<file path="src/rtl/regfile_pkg.sv">
// rtl/regfile_pkg.sv - shared constants and state encoding for the register-file write arbiter
package regfile_pkg;

    localparam int DATA_W  = 64;
    localparam int ADDR_W  = 5;
    localparam int NREGS   = 32;
    localparam int XZR_IDX = 31;

    typedef enum logic {
        S_INIT = 1'b0,
        S_ARB  = 1'b1
    } state_t;

endpackage

</file>
<file path="src/rtl/regfile_write_arbiter_rr_arb2.sv">
// rtl/regfile_write_arbiter_rr_arb2.sv - two-requester round-robin arbiter with priority pointer
module rr_arb2 (
    input  logic clk,
    input  logic rst,
    input  logic enable,
    input  logic aValid,
    input  logic bValid,
    output logic aReady,
    output logic bReady,
    output logic aAccept,
    output logic bAccept
);

    // ptrB low: A wins a tie; high: B wins a tie
    logic ptrB;
    logic contend;

    assign contend = aValid & bValid;
    assign aReady  = enable & ~(contend & ptrB);
    assign bReady  = enable & ~(contend & ~ptrB);
    assign aAccept = aValid & aReady;
    assign bAccept = bValid & bReady;

    always_ff @(posedge clk) begin
        if (!rst) begin
            ptrB <= 1'b0;
        end else if (aAccept) begin
            ptrB <= 1'b1;
        end else if (bAccept) begin
            ptrB <= 1'b0;
        end
    end

endmodule

</file>
<file path="src/rtl/regfile_write_arbiter.sv">
// rtl/regfile_write_arbiter.sv - zero sweep, round-robin writeback arbitration and hazard flags for the register file
module regfile_write_arbiter
    import regfile_pkg::state_t;
    import regfile_pkg::S_INIT;
    import regfile_pkg::S_ARB;
#(
    parameter int DATA_W     = regfile_pkg::DATA_W,
    parameter int ADDR_W     = regfile_pkg::ADDR_W,
    parameter int NREGS      = regfile_pkg::NREGS,
    parameter int XZR_IDX    = regfile_pkg::XZR_IDX,
    parameter bit INIT_CLEAR = 1'b1
) (
    input  logic              clk,
    input  logic              rst,
    input  logic              a_valid,
    output logic              a_ready,
    input  logic [ADDR_W-1:0] a_sel,
    input  logic [DATA_W-1:0] a_data,
    input  logic              b_valid,
    output logic              b_ready,
    input  logic [ADDR_W-1:0] b_sel,
    input  logic [DATA_W-1:0] b_data,
    input  logic [ADDR_W-1:0] ReadSelect1,
    input  logic [ADDR_W-1:0] ReadSelect2,
    output logic [ADDR_W-1:0] WriteSelect,
    output logic [DATA_W-1:0] WriteData,
    output logic              WriteEnable,
    output logic              hazard1,
    output logic              hazard2,
    output logic              init_done
);

    localparam int CNT_W = $clog2(NREGS);
    localparam logic [ADDR_W-1:0] XZR = ADDR_W'(XZR_IDX);

    state_t           state;
    logic [CNT_W-1:0] sweepCnt;
    logic             aAccept;
    logic             bAccept;

    // Readies wait for init_done so the final sweep write (X31) is never overwritten
    rr_arb2 u_arb (
        .clk     (clk),
        .rst     (rst),
        .enable  (init_done),
        .aValid  (a_valid),
        .bValid  (b_valid),
        .aReady  (a_ready),
        .bReady  (b_ready),
        .aAccept (aAccept),
        .bAccept (bAccept)
    );

    always_ff @(posedge clk) begin
        if (!rst) begin
            state       <= INIT_CLEAR ? S_INIT : S_ARB;
            sweepCnt    <= '0;
            WriteEnable <= 1'b0;
            WriteSelect <= '0;
            WriteData   <= '0;
            init_done   <= 1'b0;
        end else begin
            init_done <= (state == S_ARB);
            case (state)
                S_INIT: begin
                    WriteEnable <= 1'b1;
                    WriteSelect <= ADDR_W'(sweepCnt);
                    WriteData   <= '0;
                    if (sweepCnt == CNT_W'(NREGS - 1)) begin
                        state <= S_ARB;
                    end else begin
                        sweepCnt <= sweepCnt + 1'b1;
                    end
                end
                default: begin
                    if (aAccept) begin
                        WriteSelect <= a_sel;
                        WriteData   <= a_data;
                        WriteEnable <= (a_sel != XZR);
                    end else if (bAccept) begin
                        WriteSelect <= b_sel;
                        WriteData   <= b_data;
                        WriteEnable <= (b_sel != XZR);
                    end else begin
                        WriteEnable <= 1'b0;
                    end
                end
            endcase
        end
    end

    assign hazard1 = (state == S_ARB) & WriteEnable & (WriteSelect == ReadSelect1) & (ReadSelect1 != XZR);
    assign hazard2 = (state == S_ARB) & WriteEnable & (WriteSelect == ReadSelect2) & (ReadSelect2 != XZR);

endmodule

</file>
<file path="config.mk">
export PLATFORM = sky130hd
export DESIGN_NAME = regfile_write_arbiter
export DESIGN_NICKNAME = d
export VERILOG_FILES = /design/src/rtl/regfile_pkg.sv /design/src/rtl/regfile_write_arbiter_rr_arb2.sv /design/src/rtl/regfile_write_arbiter.sv
export SDC_FILE = /design/constraint.sdc
export NUM_CORES = 1
export LEC_CHECK = 0
export CORE_MARGIN = 5
export CORE_UTILIZATION = 38
export CTS_CLUSTER_SIZE = 14
export DETAILED_ROUTE_END_ITERATION = 6
export PLACE_DENSITY = 0.82
export SLEW_MARGIN = 20
export SYNTH_ARGS = -nofsm -noshare
export SYNTH_HDL_FRONTEND = slang
export SYNTH_SLANG_ARGS = --single-unit
</file>
<file path="constraint.sdc">
create_clock -name clk -period 1.71 [get_ports clk]
set_input_delay 0.171 -clock clk [delete_from_list [all_inputs] [get_ports clk]]
set_output_delay 0.171 -clock clk [all_outputs]
set_load 0.005 [all_outputs]
</file>
==> flow_metrics.py <==
metrics = {
    "run_status": {
        "status": "completed",
    },
    "floorplan": {
        "rows": 36,
        "die_w_um": 109,
        "core_um2": 9680,
        "start_util": 0.386,
        "dieArea_um2": 11900,
        "die_y_um": 109,
        "io_pins": 227,
    },
    "setup_path": {
        "crit_fanout": 6,
        "critPathCaptureType": "register",
        "slowest_stage": "or4_1",
        "cp.arrival_ns": 1.88,
        "crit_chain": "ha_1 > and3_1 > ha_2 > or4_1 > a21oi_1",
        "path_delay_family": "simple AND/OR/NAND/NOR gates",
        "max_stage_delay_ns": 0.48,
        "crit_required_ns": 1.97,
        "path_class": "register to register",
        "crit_buf_inv": 0,
        "cp-start-kind": "register",
    },
    "job": {
        "cap_violations": 0,
    },
    "synthesis": {
        "syn_area_um2": 3730,
        "ys_seq_area_frac": 0.418,
        "synth_edf_count": 0,
        "netlist_instances": 471,
        "synth_nets": 625,
        "synth_cell_types": 33,
        "synth_seq_cells": 78,
        "ys_warn_count": 0,
        "avgSynthCellArea_um2": 7.93,
        "synth_ff_type": "dfxtp_1",
        "async_reset_ff_frac": 0,
    },
    "finish": {
        "antenna_cells": 0,
        "final_common_cell": "clkdlybuf4s50_1",
        "design_area_um2": 6400,
        "nNetsFinal": 828,
        "areaGrowthSynthToFinish_pct": 71.4,
        "final_cell_mix": "222 x clkdlybuf4s50_1, 133 x o21ai_0, 72 x dfxtp_1, 69 x nand3_1, 64 x a31oi_1",
        "fill_cells": 798,
        "drive_gt1_frac": 0.0707,
        "multiInputGateArea_um2": 1910,
        "seq_area_um2": 1580,
    },
    "clock_tree": {
        "clk_pin_slew_ns": 0.08,
        "hold_buffers": 0,
        "cts_sinks": 78,
        "clk-insertion-delay-late_ns": 0.34,
        "cts_tree": "done",
        "root_buffer": "clkbuf_8",
        "htree_num_levels": 3,
        "numCtsBuffers": 9,
        "cts_setup_buffers": 0,
        "clock_path_buffers": 2,
    },
    "route": {
        "finalWirelength_mm": 13.8,
        "routed-via-count": 4488,
        "drt-initial-drc-count": 273,
        "drt-pass1-iter-count": 5,
        "drc": 0,
        "wl_per_cell_um": 17.0,
        "ant_nets": 0,
        "avgViaCountPerCell": 5.53,
    },
    "grt": {
        "overflow": 0,
        "grt_pass1_wl_mm": 21.7,
        "grt_max_degree": 71,
        "antenna_found_initial": 0,
        "groute.usage.overall": 0.226,
        "grt_pass1_vias": 4452,
    },
    "power": {
        "power.internal_mw": 3.08,
        "power_leakage_nw": 2.16,
        "power_frac_seq": 0.475,
        "p_sw_frac": 0.203,
        "switching_power_mw": 0.785,
        "clockPowerShare": 0.404,
        "p_per_area_nw_per_um2": 604,
        "p_comb_frac": 0.121,
        "max-vdd-ir-drop_mv": 0.465,
    },
    "sta": {
        "timing.max_slew.rel_slack": 0.815,
        "min_period_ns": 1.62,
        "max_clock_freq_ghz": 0.616,
        "drv_slew": 0,
        "tightest_slew_ns": 0.276,
        "rsz0062_at_grt": "no",
        "hold_viol_final": 0,
        "finalCritPeriodShare": 0.950,
        "fin_skew_ns": 0.00890,
        "whs_ns": 0.402,
        "setup_violations": 0,
    },
    "placed_design": {
        "placedInstanceArea_um2": 6140,
        "portBuffers": 226,
        "dpl.hpwl_mm": 9.99,
        "place.gp.congestion": 0.884,
    },
    "min_path": {
        "hold_path_class": "input port to register",
    },
}
-- worst reg2reg max path, cell delays in order, from the launching register on --
cell     delay (ns)
dfxtp_1        0.34
ha_1           0.19
and3_1         0.18
ha_2           0.20
or4_1          0.48
a21oi_1        0.15
-- sequential cells by signal, summed over array words and instances, names as in the netlist --
signal / count
init_done: 1
state: 1
WriteSelect: 5
WriteEnable: 1
WriteData: 64
u_arb.ptrB: 1
sweepCnt: 5
-- repair_timing --
action	CTS	global route
endpoints found under the setup margin	4	2
gates resized for setup	11	4
gates cloned	0	0
-- cell type report --
type                            instances  share of cell area
Tap cell                              133              0.0260
Clock inverter                          5              0.0127
Inverter                                2             0.00117
Sequential cell                        78               0.246
Timing Repair Buffer                  244               0.392
Multi-Input combinational cell        339               0.298
Clock buffer                           11              0.0237
-- power groups by stage --
| stage | clock [mW] | sequential (mW) | combinational (mW) |
|---|---|---|---|
| floorplan | 0 | 1.88 | 0.0761 |
| global placement | 0 | 1.88 | 0.456 |
| detailed placement | 0 | 1.88 | 0.462 |
| CTS | 1.60 | 1.84 | 0.469 |
| global route | 1.69 | 1.84 | 0.502 |
| finish | 1.56 | 1.84 | 0.468 |
-- metal layers --
metal  global-route usage  part of all wire  up-vias
met1                0.275              0.40     2057
met3               0.0657              0.10       25
met5                    0                 0        -
li1                     -                 -     2173
met2                0.382              0.48      233
met4               0.0766             0.020        0
-- through the flow --
stage / setup slack (ns) / utilization / instances / TNS [ns] / total power, mW
floorplan: 0.148 / - / 471 / 0 / 1.96
global placement: -0.0491 / 0.634 / 796 / -0.0908 / 2.34
detailed placement: -0.0603 / 0.634 / 796 / -0.109 / 2.34
CTS: 0.000457 / 0.660 / 812 / 0 / 3.91
global route: 0.00820 / 0.661 / 812 / 0 / 4.04
finish: 0.0860 / 0.661 / 812 / 0 / 3.87
-- synth_stat cells, types with 6 or more instances --
cell	number	area, um2
a31oi_1	64	400
buf_2	9	45.0
buf_4	8	60.1
clkbuf_1	24	90.1
clkbuf_2	6	30.0
dfxtp_1	78	1560
nand2_1	11	41.3
nand3_1	69	345
nor2_1	7	26.3
o21ai_0	133	666
xnor2_1	10	87.6
-- kinds of logic (layout without fill, tap and decap cells) --
logic type,after synthesis,after routing,synth area share
AOI/OAI and AO/OA,220,220,0.330
xor gates and xnor gates,10,10,0.0235
adders and majority gates,2,2,0.00670
buffers and inverters,54,262,0.0774
DFF,78,78,0.418
and+or+nand+nor,107,107,0.144
-- path summary, 6_finish.rpt --
kind | from | endpoint | slack, ns | depth (start not counted)
max reg2reg | sweepCnt[1] | sweepCnt[3] | 0.09 | 5
min reg2reg | u_arb.ptrB | u_arb.ptrB | 0.49 | 1
max | sweepCnt[1] | sweepCnt[3] | 0.09 | 5
min | a_data[57] | WriteData[57] | 0.40 | 3
(Power assumes the default switching activity.)
==> patch, RTL diff (same settings) <==
Set the package constant `ADDR_W` to 4 (it was 5).
--- a/src/rtl/regfile_pkg.sv
+++ b/src/rtl/regfile_pkg.sv
@@ -2,7 +2,7 @@
 package regfile_pkg;
 
     localparam int DATA_W  = 64;
-    localparam int ADDR_W  = 5;
+    localparam int ADDR_W  = 4;
     localparam int NREGS   = 32;
     localparam int XZR_IDX = 31;
 
Interface: changed (5 resized); port bits go from 227 to 222. No check against the original RTL was run, so the function may have changed too.
==> patch against the original RTL <==
Setup slack lost 7.1 ps. Sequential share of layout area is essentially flat. Power shrank 3.8%. Routed wire length grew 0.32%. Core utilization shrank 0.34 points. Sequential cell count shrank 1. Cell area shrank 1.4%. Critical path type is now reg -> out. Largest power group unchanged. Synthesized area shrank 1.4%. Clock power shrank 8%.
==> patch: results <==
export IMPL_reg_top3="WriteData x64, sweepCnt x5, WriteSelect x4"
export IMPL_cp_slowest_stage_delay_ps=360
export IMPL_synth_fp_nets=609
export IMPL_ir_drop_v=0.000367
export IMPL_dp_cells=782
export IMPL_grt_pass1_vias=4275
export IMPL_crit_end="hazard1"
export IMPL_yosysSeqAreaShare_pct=41.9
export IMPL_place_ws_ps=-420
export IMPL_p_sw_uw=777
export IMPL_dr_wl_met2_um=6950
export IMPL_wl_met3_um=1280
export IMPL_cpMaxStageDelayCell="dfxtp_4"
export IMPL_p_leak_uw=0.00214
export IMPL_grt_first_pass_wirelength_um=21000
export IMPL_gp_congestion=0.771
export IMPL_first_pass_iters=6
export IMPL_synth_xor_area_share_pct=1.90
export IMPL_wl_per_cell_um=17.4
export IMPL_synth_compound_area_share_pct=33.5
export IMPL_fin_cells=798
export IMPL_use_met2_pct=39.5
export IMPL_grtUsageTotal_pct=22.1
export IMPL_place_area_um2=6050
export IMPL_crit_fanout=5
export IMPL_synth_distinct_cells=36
export IMPL_worst_pin_slew_ps=353
export IMPL_synth_area_leaders="dfxtp_1 42%, o21ai_0 15%, a31oi_1 11%, nand3_1 9.7%, buf_2 3.1%"
export IMPL_status="complete, no violations"
export IMPL_synthAdderAreaFrac_pct=0.680
export IMPL_period_share_pct=95.4
export IMPL_io_buffers=221
export IMPL_synth_common_cells="113 x o21ai_0, 77 x dfxtp_1, 71 x nand3_1"
export IMPL_clk_pin_slew_ps=80
export IMPL_netlist_instances=459
export IMPL_grtUsageMet3_pct=6.45
export IMPL_fin_total_pwr_uw=3720
export IMPL_drt_iter0_drc=354
export IMPL_use_met1_pct=25.1
export IMPL_vias=4437
export IMPL_wl_met1_um=5400
export IMPL_pg_clk_uw=1440
export IMPL_nets=810
export IMPL_cp_top_family="flip-flops"
export IMPL_grt_max_degree=59
export IMPL_fin_skew_ps=6.00
export IMPL_crit_start="WriteSelect[3]"
export IMPL_crit_arrival_ps=1460
export IMPL_reg2reg_from="sweepCnt[0]"
==> patch: layout make-up <==
class | instances | area [um2]
multi-input cells | 328 | 1890
clock inverters | 3 | 42.5
repair buffers | 241 | 2480
fillers | 794 | 3290
flip-flops and latches | 77 | 1550
clock buffers | 13 | 169
inverters | 3 | 11.3
well taps | 133 | 166
==> patch: repair_timing <==
action,CTS,global route
endpoints found under the setup margin,4,4
pin swaps,0,0
resized for setup,17,9
==> patch: worst min path at each step <==
stage,start,end,slack [ps]
2_1_floorplan,b_sel[0],WriteEnable,280
3_3_place_gp,sweepCnt[4],sweepCnt[4],470
3_5_place_dp,sweepCnt[4],sweepCnt[4],480
4_1_cts,a_data[56],WriteData[56],390
5_1_grt,a_data[59],WriteData[59],390
6_report,a_data[49],WriteData[49],410
==> patch: per-stage QoR <==
stage                     setup TNS, ps  hold WS, ps
after floorplan                       0          278
after global placement             -545          474
after detailed placement           -703          483
after CTS                             0          386
after global routing             -0.240          393
final                                 0          406
